`src/rtl/id_stage_if.sv`:
```
// Handshake/bus bundles for the RV32I decode stage.
//
// Macro: ID_ILLEGAL_TRAP_EN adds out_illegal to id_out_if.
//
// id_in_if  : fetch -> decode.
//   in_valid  fetch presents an instruction
//   in_ready  decode accepts this cycle
//   in_instr  32-bit instruction word
//   in_pc     32-bit instruction address
//   modports: master = fetch side, slave = decode side
//
// id_out_if : decode -> execute (ALU control/operand bundle).
//   out_valid, out_ready       handshake
//   out_alu_ctrl, out_cmp_ctrl ALU / comparator opcodes
//   out_a, out_b, out_imm      operands and sign-extended immediate
//   out_pc, out_rd, out_rd_we  PC, destination register, write enable
//   out_res_sel                0=ALU, 1=cmp result, 2=PC+4
//   out_is_branch, out_is_jump control-flow flags
//   out_illegal                only with ID_ILLEGAL_TRAP_EN
//   modports: master = decode side, slave = execute side

interface id_in_if;
  logic        in_valid;
  logic        in_ready;
  logic [31:0] in_instr;
  logic [31:0] in_pc;

  modport master (output in_valid, output in_instr, output in_pc, input in_ready);
  modport slave  (input in_valid, input in_instr, input in_pc, output in_ready);
endinterface

interface id_out_if;
  logic        out_valid;
  logic        out_ready;
  logic [3:0]  out_alu_ctrl;
  logic [2:0]  out_cmp_ctrl;
  logic [31:0] out_a;
  logic [31:0] out_b;
  logic [31:0] out_imm;
  logic [31:0] out_pc;
  logic [4:0]  out_rd;
  logic        out_rd_we;
  logic [1:0]  out_res_sel;
  logic        out_is_branch;
  logic        out_is_jump;
`ifdef ID_ILLEGAL_TRAP_EN
  logic        out_illegal;
`endif

  modport master (
    output out_valid, input out_ready,
    output out_alu_ctrl, output out_cmp_ctrl,
    output out_a, output out_b, output out_imm, output out_pc,
    output out_rd, output out_rd_we, output out_res_sel,
`ifdef ID_ILLEGAL_TRAP_EN
    output out_illegal,
`endif
    output out_is_branch, output out_is_jump
  );

  modport slave (
    input out_valid, output out_ready,
    input out_alu_ctrl, input out_cmp_ctrl,
    input out_a, input out_b, input out_imm, input out_pc,
    input out_rd, input out_rd_we, input out_res_sel,
`ifdef ID_ILLEGAL_TRAP_EN
    input out_illegal,
`endif
    input out_is_branch, input out_is_jump
  );
endinterface

```
`src/rtl/id_stage.sv`:
```
// id_stage: registered RV32I instruction decode producing the ALU bundle.
//
// Macro: ID_ILLEGAL_TRAP_EN -- when defined, exec.out_illegal is driven and
// registered with the bundle; otherwise illegal encodings leave as NOP bubbles.
//
// Ports:
//   clk, rst_n          clock, asynchronous active-low reset
//   fetch (id_in_if)    instruction in, valid/ready handshake
//   rs1_addr, rs2_addr  register-file read addresses (combinational)
//   rs1_data, rs2_data  same-cycle register-file read data
//   flush               drops held and incoming instruction
//   exec (id_out_if)    decoded bundle out, valid/ready handshake

module id_stage (
  input  logic        clk,
  input  logic        rst_n,
  id_in_if.slave      fetch,
  output logic [4:0]  rs1_addr,
  output logic [4:0]  rs2_addr,
  input  logic [31:0] rs1_data,
  input  logic [31:0] rs2_data,
  input  logic        flush,
  id_out_if.master    exec
);

  typedef enum logic [3:0] {
    ALU_ADD = 4'd0, ALU_SUB = 4'd1, ALU_XOR = 4'd2, ALU_OR  = 4'd3,
    ALU_AND = 4'd4, ALU_SLL = 4'd5, ALU_SRL = 4'd6, ALU_SRA = 4'd7,
    ALU_NOP = 4'd8
  } alu_op_e;

  typedef enum logic [2:0] {
    CMP_EQ = 3'd0, CMP_NE = 3'd1, CMP_LT = 3'd2,
    CMP_GE = 3'd3, CMP_LTU = 3'd4, CMP_GEU = 3'd5
  } cmp_op_e;

  typedef enum logic [1:0] {
    RES_ALU = 2'd0, RES_CMP = 2'd1, RES_PC4 = 2'd2
  } res_sel_e;

  localparam logic [6:0] OPC_OP     = 7'b0110011;
  localparam logic [6:0] OPC_OPIMM  = 7'b0010011;
  localparam logic [6:0] OPC_LUI    = 7'b0110111;
  localparam logic [6:0] OPC_AUIPC  = 7'b0010111;
  localparam logic [6:0] OPC_JAL    = 7'b1101111;
  localparam logic [6:0] OPC_JALR   = 7'b1100111;
  localparam logic [6:0] OPC_BRANCH = 7'b1100011;
  localparam logic [6:0] F7_BASE    = 7'b0000000;
  localparam logic [6:0] F7_ALT     = 7'b0100000;

  // funct3 -> ALU op for OP / OP-IMM. SLT/SLTU (010/011) go to the
  // comparator, so the ALU idles on NOP for them.
  function automatic alu_op_e alu_of_f3(input logic [2:0] f3, input logic alt);
    case (f3)
      3'b000:  return alt ? ALU_SUB : ALU_ADD;
      3'b001:  return ALU_SLL;
      3'b100:  return ALU_XOR;
      3'b101:  return alt ? ALU_SRA : ALU_SRL;
      3'b110:  return ALU_OR;
      3'b111:  return ALU_AND;
      default: return ALU_NOP;
    endcase
  endfunction

  function automatic cmp_op_e cmp_of_branch(input logic [2:0] f3);
    case (f3)
      3'b001:  return CMP_NE;
      3'b100:  return CMP_LT;
      3'b101:  return CMP_GE;
      3'b110:  return CMP_LTU;
      3'b111:  return CMP_GEU;
      default: return CMP_EQ;
    endcase
  endfunction

  logic [31:0] instr;
  logic [6:0]  opcode;
  logic [6:0]  f7;
  logic [2:0]  f3;
  logic [4:0]  rd_f;
  logic        is_slt;

  logic signed [31:0] rs1_s;
  logic signed [31:0] rs2_s;
  logic signed [31:0] pc_s;
  logic signed [31:0] imm_i;
  logic signed [31:0] imm_u;
  logic signed [31:0] imm_b;
  logic signed [31:0] imm_j;
  logic signed [31:0] shamt;

  assign instr  = fetch.in_instr;
  assign opcode = instr[6:0];
  assign rd_f   = instr[11:7];
  assign f3     = instr[14:12];
  assign f7     = instr[31:25];
  assign is_slt = (f3[2:1] == 2'b01);

  assign rs1_addr = instr[19:15];
  assign rs2_addr = instr[24:20];

  assign rs1_s = $signed(rs1_data);
  assign rs2_s = $signed(rs2_data);
  assign pc_s  = $signed(fetch.in_pc);
  assign imm_i = $signed({{20{instr[31]}}, instr[31:20]});
  assign imm_u = $signed({instr[31:12], 12'b0});
  assign imm_b = $signed({{19{instr[31]}}, instr[31], instr[7], instr[30:25], instr[11:8], 1'b0});
  assign imm_j = $signed({{11{instr[31]}}, instr[31], instr[19:12], instr[20], instr[30:21], 1'b0});
  assign shamt = $signed({27'b0, instr[24:20]});

  // ---- stage p0: combinational decode of the incoming instruction ----
  alu_op_e            alu_ctrl_p0;
  cmp_op_e            cmp_ctrl_p0;
  res_sel_e           res_sel_p0;
  logic signed [31:0] a_p0;
  logic signed [31:0] b_p0;
  logic signed [31:0] imm_p0;
  logic [4:0]         rd_p0;
  logic               rd_we_p0;
  logic               wr_p0;
  logic               br_p0;
  logic               jmp_p0;
  logic               ill_p0;

  always_comb begin
    alu_ctrl_p0 = ALU_NOP;
    cmp_ctrl_p0 = CMP_EQ;
    res_sel_p0  = RES_ALU;
    a_p0        = '0;
    b_p0        = '0;
    imm_p0      = '0;
    wr_p0       = 1'b0;
    br_p0       = 1'b0;
    jmp_p0      = 1'b0;
    ill_p0      = 1'b1;

    case (opcode)
      OPC_OP: begin
        if (f7 == F7_BASE || (f7 == F7_ALT && (f3 == 3'b000 || f3 == 3'b101))) begin
          ill_p0      = 1'b0;
          wr_p0       = 1'b1;
          a_p0        = rs1_s;
          b_p0        = rs2_s;
          alu_ctrl_p0 = alu_of_f3(f3, f7 == F7_ALT);
          if (is_slt) begin
            res_sel_p0  = RES_CMP;
            cmp_ctrl_p0 = f3[0] ? CMP_LTU : CMP_LT;
          end
        end
      end
      OPC_OPIMM: begin
        // Only the shift forms constrain funct7; the rest carry immediate bits there.
        if ((f3 == 3'b001 && f7 == F7_BASE) ||
            (f3 == 3'b101 && (f7 == F7_BASE || f7 == F7_ALT)) ||
            (f3 != 3'b001 && f3 != 3'b101)) begin
          ill_p0      = 1'b0;
          wr_p0       = 1'b1;
          a_p0        = rs1_s;
          imm_p0      = imm_i;
          b_p0        = (f3[1:0] == 2'b01) ? shamt : imm_i;
          alu_ctrl_p0 = alu_of_f3(f3, f3 == 3'b101 && f7 == F7_ALT);
          if (is_slt) begin
            res_sel_p0  = RES_CMP;
            cmp_ctrl_p0 = f3[0] ? CMP_LTU : CMP_LT;
          end
        end
      end
      OPC_LUI: begin
        ill_p0      = 1'b0;
        wr_p0       = 1'b1;
        alu_ctrl_p0 = ALU_ADD;
        b_p0        = imm_u;
        imm_p0      = imm_u;
      end
      OPC_AUIPC: begin
        ill_p0      = 1'b0;
        wr_p0       = 1'b1;
        alu_ctrl_p0 = ALU_ADD;
        a_p0        = pc_s;
        b_p0        = imm_u;
        imm_p0      = imm_u;
      end
      OPC_JAL: begin
        ill_p0      = 1'b0;
        wr_p0       = 1'b1;
        jmp_p0      = 1'b1;
        alu_ctrl_p0 = ALU_ADD;
        res_sel_p0  = RES_PC4;
        a_p0        = pc_s;
        b_p0        = imm_j;
        imm_p0      = imm_j;
      end
      OPC_JALR: begin
        if (f3 == 3'b000) begin
          ill_p0      = 1'b0;
          wr_p0       = 1'b1;
          jmp_p0      = 1'b1;
          alu_ctrl_p0 = ALU_ADD;
          res_sel_p0  = RES_PC4;
          a_p0        = rs1_s;
          b_p0        = imm_i;
          imm_p0      = imm_i;
        end
      end
      OPC_BRANCH: begin
        if (f3 != 3'b010 && f3 != 3'b011) begin
          ill_p0      = 1'b0;
          br_p0       = 1'b1;
          cmp_ctrl_p0 = cmp_of_branch(f3);
          a_p0        = rs1_s;
          b_p0        = rs2_s;
          imm_p0      = imm_b;
        end
      end
      default: ;
    endcase

    rd_p0    = wr_p0 ? rd_f : 5'd0;
    rd_we_p0 = wr_p0 && (rd_f != 5'd0);
  end

  // ---- stage p1: output register and handshake ----
  logic               vld_p1;
  logic               in_ready;
  logic               take;
  alu_op_e            alu_ctrl_p1;
  cmp_op_e            cmp_ctrl_p1;
  res_sel_e           res_sel_p1;
  logic signed [31:0] a_p1;
  logic signed [31:0] b_p1;
  logic signed [31:0] imm_p1;
  logic [31:0]        pc_p1;
  logic [4:0]         rd_p1;
  logic               rd_we_p1;
  logic               br_p1;
  logic               jmp_p1;

  assign in_ready = !vld_p1 || exec.out_ready;
  assign take     = fetch.in_valid && in_ready && !flush;

  always_ff @(posedge clk or negedge rst_n) begin
    if (!rst_n) begin
      vld_p1 <= 1'b0;
    end else if (flush) begin
      vld_p1 <= 1'b0;
    end else if (take) begin
      vld_p1 <= 1'b1;
    end else if (exec.out_ready) begin
      vld_p1 <= 1'b0;
    end
  end

  // The bundle is architecturally visible after reset, so it is cleared too.
  always_ff @(posedge clk or negedge rst_n) begin
    if (!rst_n) begin
      alu_ctrl_p1 <= ALU_NOP;
      cmp_ctrl_p1 <= CMP_EQ;
      res_sel_p1  <= RES_ALU;
      a_p1        <= '0;
      b_p1        <= '0;
      imm_p1      <= '0;
      pc_p1       <= '0;
      rd_p1       <= '0;
      rd_we_p1    <= 1'b0;
      br_p1       <= 1'b0;
      jmp_p1      <= 1'b0;
    end else if (take) begin
      alu_ctrl_p1 <= alu_ctrl_p0;
      cmp_ctrl_p1 <= cmp_ctrl_p0;
      res_sel_p1  <= res_sel_p0;
      a_p1        <= a_p0;
      b_p1        <= b_p0;
      imm_p1      <= imm_p0;
      pc_p1       <= fetch.in_pc;
      rd_p1       <= rd_p0;
      rd_we_p1    <= rd_we_p0;
      br_p1       <= br_p0;
      jmp_p1      <= jmp_p0;
    end
  end

`ifdef ID_ILLEGAL_TRAP_EN
  logic ill_p1;

  always_ff @(posedge clk or negedge rst_n) begin
    if (!rst_n) begin
      ill_p1 <= 1'b0;
    end else if (take) begin
      ill_p1 <= ill_p0;
    end
  end

  assign exec.out_illegal = ill_p1;
`else
  // Without the trap port an illegal word simply leaves as a NOP bubble.
  logic unused_ill;
  assign unused_ill = ill_p0;
`endif

  assign fetch.in_ready     = in_ready;
  assign exec.out_valid     = vld_p1;
  assign exec.out_alu_ctrl  = alu_ctrl_p1;
  assign exec.out_cmp_ctrl  = cmp_ctrl_p1;
  assign exec.out_res_sel   = res_sel_p1;
  assign exec.out_a         = a_p1;
  assign exec.out_b         = b_p1;
  assign exec.out_imm       = imm_p1;
  assign exec.out_pc        = pc_p1;
  assign exec.out_rd        = rd_p1;
  assign exec.out_rd_we     = rd_we_p1;
  assign exec.out_is_branch = br_p1;
  assign exec.out_is_jump   = jmp_p1;

endmodule

```
`src/flat_wrapper.sv`:
```
// flat-port wrapper written by rule: the top's interface ports become plain ports
module id_stage_flat 
  (clk, rst_n, rs1_addr, rs2_addr, rs1_data, rs2_data, flush, fetch_in_valid, fetch_in_instr, fetch_in_pc, fetch_in_ready, exec_out_valid, exec_out_ready, exec_out_alu_ctrl, exec_out_cmp_ctrl, exec_out_a, exec_out_b, exec_out_imm, exec_out_pc, exec_out_rd, exec_out_rd_we, exec_out_res_sel, exec_out_is_branch, exec_out_is_jump);
  id_in_if fetch_i ();
  id_out_if exec_i ();
  input  logic clk;
  input  logic rst_n;
  output logic [4:0] rs1_addr;
  output logic [4:0] rs2_addr;
  input  logic [31:0] rs1_data;
  input  logic [31:0] rs2_data;
  input  logic flush;
  input wire logic [$bits(fetch_i.in_valid)-1:0] fetch_in_valid;
  input wire logic [$bits(fetch_i.in_instr)-1:0] fetch_in_instr;
  input wire logic [$bits(fetch_i.in_pc)-1:0] fetch_in_pc;
  output wire logic [$bits(fetch_i.in_ready)-1:0] fetch_in_ready;
  output wire logic [$bits(exec_i.out_valid)-1:0] exec_out_valid;
  input wire logic [$bits(exec_i.out_ready)-1:0] exec_out_ready;
  output wire logic [$bits(exec_i.out_alu_ctrl)-1:0] exec_out_alu_ctrl;
  output wire logic [$bits(exec_i.out_cmp_ctrl)-1:0] exec_out_cmp_ctrl;
  output wire logic [$bits(exec_i.out_a)-1:0] exec_out_a;
  output wire logic [$bits(exec_i.out_b)-1:0] exec_out_b;
  output wire logic [$bits(exec_i.out_imm)-1:0] exec_out_imm;
  output wire logic [$bits(exec_i.out_pc)-1:0] exec_out_pc;
  output wire logic [$bits(exec_i.out_rd)-1:0] exec_out_rd;
  output wire logic [$bits(exec_i.out_rd_we)-1:0] exec_out_rd_we;
  output wire logic [$bits(exec_i.out_res_sel)-1:0] exec_out_res_sel;
  output wire logic [$bits(exec_i.out_is_branch)-1:0] exec_out_is_branch;
  output wire logic [$bits(exec_i.out_is_jump)-1:0] exec_out_is_jump;
  assign fetch_i.in_valid = fetch_in_valid;
  assign fetch_i.in_instr = fetch_in_instr;
  assign fetch_i.in_pc = fetch_in_pc;
  assign fetch_in_ready = fetch_i.in_ready;
  assign exec_out_valid = exec_i.out_valid;
  assign exec_i.out_ready = exec_out_ready;
  assign exec_out_alu_ctrl = exec_i.out_alu_ctrl;
  assign exec_out_cmp_ctrl = exec_i.out_cmp_ctrl;
  assign exec_out_a = exec_i.out_a;
  assign exec_out_b = exec_i.out_b;
  assign exec_out_imm = exec_i.out_imm;
  assign exec_out_pc = exec_i.out_pc;
  assign exec_out_rd = exec_i.out_rd;
  assign exec_out_rd_we = exec_i.out_rd_we;
  assign exec_out_res_sel = exec_i.out_res_sel;
  assign exec_out_is_branch = exec_i.out_is_branch;
  assign exec_out_is_jump = exec_i.out_is_jump;
  id_stage u_core (.clk(clk), .rst_n(rst_n), .fetch(fetch_i), .rs1_addr(rs1_addr), .rs2_addr(rs2_addr), .rs1_data(rs1_data), .rs2_data(rs2_data), .flush(flush), .exec(exec_i));
endmodule
```
`config.mk`:
```
export PLATFORM = sky130hd
export DESIGN_NAME = id_stage_flat
export DESIGN_NICKNAME = d
export VERILOG_FILES = /design/src/rtl/id_stage_if.sv /design/src/rtl/id_stage.sv /design/src/flat_wrapper.sv
export SDC_FILE = /design/constraint.sdc
export NUM_CORES = 1
export LEC_CHECK = 0
export BUFFER_PORTS_ARGS = -buffer_cell sky130_fd_sc_hd__clkbuf_2
export CORE_MARGIN = 2
export CORE_UTILIZATION = 43
export DETAILED_ROUTE_END_ITERATION = 10
export HOLD_SLACK_MARGIN = 0.06
export PLACE_DENSITY = 0.73
export RECOVER_POWER = 50
export SYNTH_ARGS = -nofsm -noshare
export SYNTH_HDL_FRONTEND = slang
export SYNTH_SLANG_ARGS = --single-unit
```
`constraint.sdc`:
```
create_clock -name clk -period 1.9 [get_ports clk]
set_input_delay 0.19 -clock clk [delete_from_list [all_inputs] [get_ports clk]]
set_output_delay 0.19 -clock clk [all_outputs]
set_load 0.03 [all_outputs]
```
Yosys cells after proc, flatten, opt, wreduce, memory -nomap -nowiden. Cells that the tools add are included.

Bits in registers: 146.

Equal/unequal tests: 19. Muxes and demuxes: 47. Reduce and logical (&&, ||, !) cells: 24.

Operators by type and width (count): $mux 32 (11); $pmux 32 s5 (2); $pmux 32 s6 (1); $pmux 4 s6 (2); $eq 7x6->1 const B (3); $eq 7x7->1 const B (3); $pmux 4 s4 (1); $mux 3 (5); $pmux 3 s5 (1); $eq 7x5->1 const B (2); $mux 1 (14); $eq 3x3->1 const B (4); $mux 4 (3); $logic_and 1x1->1 (9); $pmux 3 s3 (1); $pmux 2 s4 (1); $logic_not 7->1 (1); $logic_or 1x1->1 (6); $ne 3x2->1 const B (2); $mux 5 (1); $reduce_bool 5->1 (1); $eq 2x1->1 const B (2); $mux 2 (2); $pmux 1 s4 (1); 9 further kinds (11).

Logic depth before layout (Yosys ltp).
Word-level depth: 8. Mapped depth: 9. Gate-level depth less buffers: 6.

Least setup slack after synthesis. Ideal clock, no wire load.

Path type: flip-flop to flip-flop. Start: register u_core.vld_p1, in the netlist u_core.exec.out_valid. End: register u_core.imm_p1[20], in the netlist u_core.exec.out_imm[20]. Setup time: 0.067 ns. Arrival time: 2.104 ns. Data required time: 1.833 ns. Path slack: -0.271 ns. Cell stages (with the launch flop): 8. Buffers on the path: 1. Clock period less this slack: 2.171 ns. Cells stage by stage: dfrtp_1 > nor2b_1 > inv_1 > nand3b_1 > a2111oi_4 > o211a_1 > buf_4 > a221o_1.

Longest elaborated chain between the ends: 4.

RTL lines: start: declaration (RTL line id_stage.sv:223) `logic vld_p1;`; start signal: assignment (RTL line id_stage.sv:243) `vld_p1 <= 1'b0;`; start signal: assignment (RTL line id_stage.sv:245) `vld_p1 <= 1'b0;`; start signal: assignment (RTL line id_stage.sv:247) `vld_p1 <= 1'b1;`; $logic_not 1->1 (RTL line id_stage.sv:238) `assign in_ready = !vld_p1 || exec.out_ready;`; $logic_or 1x1->1 (RTL line id_stage.sv:238); named net fetch_in_ready (RTL line flat_wrapper.sv:16) `output wire logic [$bits(fetch_i.in_ready)-1:0] fetch_in_ready;`; $logic_and 1x1->1 (2 in a row) (RTL line id_stage.sv:239) `assign take = fetch.in_valid && in_ready && !flush;`; end signal: assignment (RTL line id_stage.sv:273) `imm_p1 <= imm_p0;`; end: declaration (RTL line id_stage.sv:231) `logic signed [31:0] imm_p1;`.

The timed path passes the listed nets, and every way through them passes these cells. A chain may end at the register's enable or synchronous reset.

Worst setup path after layout.
Start: register u_core.vld_p1, in the netlist u_core.exec.out_valid. End: register u_core.imm_p1[15], in the netlist u_core.exec.out_imm[15].

Longest elaborated chain between the ends: 4.

RTL lines (RTL line): $logic_not 1->1 (id_stage.sv:238); $logic_or 1x1->1 (id_stage.sv:238); $logic_and 1x1->1 (2 in a row) (id_stage.sv:239).

Every way passes these cells.

==> results.toml <==
[status]
status = "complete, no violations"

[layout]
drive_gt1_share_pct = 31.1
nNetsFinal = 1162
regArea_um2 = 3660
n_fill_cell = 1203
postLayoutCellArea_um2 = 9930
multi_input_area_um2 = 2700
syn2layout_area_growth_pct = 49.7
finalNonFillerCells = 1232

[worst_setup_path]
critical_path_class = "register to register"
cp-end-kind = "register"
worstSetupStartpointType = "register"
r2r_slack_ps = 90
crit_fanout = 8
r2r-start = "u_core.exec.out_valid$_DFFE_PN0P_"
r2r-end = "u_core.exec.out_imm[15]$_DFFE_PN0P_"
critPathArrivalTime_ps = 2180
cp_data_required_time_ps = 2270
reg2reg_depth = 9

[global_route]
track_usage_pct = 30.0
antenna_found_initial = 0
grt_pass1_wl_mm = 38.0
overflow = 0
grt_pass1_vias = 7032
grt_start_max_net_pins = 65

[routing]
wl_met2_mm = 12.1
ant_nets = 0
wirelength_mm = 24.9
routed-wl-met3_mm = 2.34
drc = 0
avgViaCountPerCell = 5.67
via_count = 6987
firstDrtPassIters = 8
m1WireLength_mm = 9.50
first_iter_violations = 547
routedWlPerCell_um = 20.2
topRoutingLayerUsed = "met4"

[timing]
fin_ws_ps = 88.9
tightest_slew_ps = 1230
slew_headroom_pct = 18.1
fin_skew_ps = 10.0
finalSetupViolations = 0
final_max_slew_viol_count = 0
fin_crit_sh_pct = 95.3
period_minus_slack_ps = 1810
whs_ps = 75.0
finalHoldViolCount = 0
fmax_mhz = 552

[synthesis]
avgSynthCellArea_um2 = 10.5
synth_top_area_share_pct = 54.7
synth_area_leaders = "dfrtp_1 (55%), a221o_1 (9.5%), nand2_1 (7.8%)"
ys_seq_elements = 146
syn-cell-area_um2 = 6630
synthFlopType = "dfrtp_1"
synth-xor-area-share_pct = 0
synthCells = 630
yosys_warnings = 0
muxShareOfSynthArea_pct = 0
yosysSeqAreaShare_pct = 55.1
synth_compound_area_share_pct = 23.4
synth_top_family_by_area = "compound AO/OA/AOI/OAI gates"
synthesis.nets = 763
yosysUniqueCellTypes = 57
synth_top_area_cell = "dfrtp_1"
synth_edf_count = 0
synthArstFlopShare_pct = 100
synth-simple-area-share_pct = 16.7
synthAdderAreaFrac_pct = 0

[pwr]
pwr-share-comb_pct = 15.6
p_int_uw = 5380
p_leak_uw = 0.00510
power_density_nw_per_um2 = 757
p_clk_share_pct = 40.5
switchingPower_uw = 2140
vdd_ir_drop_max_mv = 0.649
switching_share_pct = 28.5
pwr-share-seq_pct = 43.8
p_total_uw = 7520

[floorplanning]
fp.dieW_um = 128
rows = 45
die_h_um = 128
start_util_pct = 43.8
core_area_um2 = 15100
io_pins = 290
die_area_um2 = 16400

[clock_tree]
clk_latency_ps = 430
htree_levels = 4
clk_pin_slew_ps = 60
cts_max_path_buffers = 2
root_buffer = "clkbuf_16"
cts_tree = "built"
cts_inserted_buffers = 17
clkSinkCount = 146

[worst_hold_path]
min_path_cells = 3
holdPathEnd = "u_core.exec.out_b[27]$_DFFE_PN0P_"
min-delay-start = "rs2_data[27]"
hp-class = "input port to register"

[place]
placed_cell_area_um2 = 8580
dp.final_hpwl_mm = 16.6
gp_congestion = 0.900
post-place-cells = 1106
pre_cts_ws_ps = -33.3
port_buffers = 289

[job]
cap_viol_max_count = 0
cell usage after synthesis (all sizes together) (9+ instances only):
master    n
dfrtp   145
a32o      9
o21ai    16
nor2     36
clkbuf   26
a22oi     9
a21o     16
a221o    63
a21oi    17
and3     19
nand2   137
o211ai   20
buf      33
placed cells by master (no fill, tap or decap), types with 18 or more instances in the layout:
cell / synthesis / layout
clkbuf_16: 0 / 18
clkbuf_1: 25 / 80
o211ai_1: 20 / 20
nor2_1: 36 / 36
and3_1: 19 / 19
clkbuf_2: 1 / 215
dlygate4sd3_1: 0 / 83
a221o_1: 63 / 63
dfrtp_1: 145 / 144
buf_4: 13 / 53
nand2_1: 137 / 137
state kept, by name (all words and copies together), names as in the netlist:
| name | flops |
|---|---|
| u_core.exec.out_alu_ctrl | 4 |
| u_core.exec.out_imm | 32 |
| u_core.exec.out_a | 32 |
| u_core.exec.out_is_branch | 1 |
| u_core.exec.out_is_jump | 1 |
| u_core.exec.out_cmp_ctrl | 3 |
| u_core.exec.out_rd_we | 1 |
| u_core.exec.out_pc | 32 |
| u_core.exec.out_b | 32 |
| u_core.exec.out_res_sel | 2 |
| u_core.exec.out_valid | 1 |
| u_core.exec.out_rd | 5 |
routing by layer:
layer	global-route usage [%]	up-vias
met5	0	-
met4	12.1	0
met3	9.39	76
met2	50.6	395
met1	35.8	3389
li1	-	3127
worst max-delay path by stage:
stage / startpoint / to / slack (ps) / cells past startpoint
after floorplan: u_core.exec.out_valid$_DFFE_PN0P_ / u_core.exec.out_imm[20]$_DFFE_PN0P_ / 40 / 7
after global placement: fetch_in_instr[5] / u_core.exec.out_b[10]$_DFFE_PN0P_ / 20 / 7
after detailed placement: fetch_in_instr[12] / u_core.exec.out_b[7]$_DFFE_PN0P_ / -30 / 7
after CTS: u_core.exec.out_valid$_DFFE_PN0P_ / u_core.exec.out_imm[5]$_DFFE_PN0P_ / 70 / 7
after global routing: u_core.exec.out_valid$_DFFE_PN0P_ / u_core.exec.out_imm[1]$_DFFE_PN0P_ / -20 / 8
final: u_core.exec.out_valid$_DFFE_PN0P_ / u_core.exec.out_imm[15]$_DFFE_PN0P_ / 90 / 9
power groups by stage:
stage | combinational, uW | clock (uW) | sequential, uW
CTS | 1170 | 3080 | 3290
floorplan | 286 | 0 | 3580
global route | 1260 | 3220 | 3310
global placement | 1020 | 0 | 3350
finish | 1180 | 3050 | 3300
detailed placement | 1030 | 0 | 3350
worst max-delay path, cell delays in order, from the launching register on:
cell       delay, ps
dfrtp_2          400
nor2b_4          150
inv_4             40
nand3b_1         110
buf_12           170
a2111oi_4        280
buf_4            190
and2_4           150
buf_12           110
a221o_1          140
final cells by class:
class / instances / area share (%)
diodes: 2 / 0.0504
repair buffers: 439 / 28.2
well taps: 188 / 2.37
clock buffers: 22 / 4.67
clock inverters: 10 / 0.630
multi-input cells: 423 / 27.2
inverters: 2 / 0.101
flip-flops and latches: 146 / 36.8
stage by stage:
stage | util, % | setup TNS, ps
floorplan | - | 0
global placement | 56.7 | 0
detailed placement | 56.7 | -170
CTS | 65.7 | 0
global route | 65.5 | -55.4
finish | 65.6 | 0
kinds of logic after synthesis:
family                 Yosys count
buffers and inverters           61
and+or+nand+nor                240
AOI/OAI and AO/OA              183
DFF                            146
repair_timing:
item / CTS / global route
gates cloned: 0 / 2
pin swaps: 0 / 1
buffers inserted: 0 / 7
hold buffers: 83 / 0
resized for setup: 1 / 2
endpoints found under the hold margin: 121 / 0
endpoints found under the setup margin: 6 / 28
(Power assumes the default switching activity.)
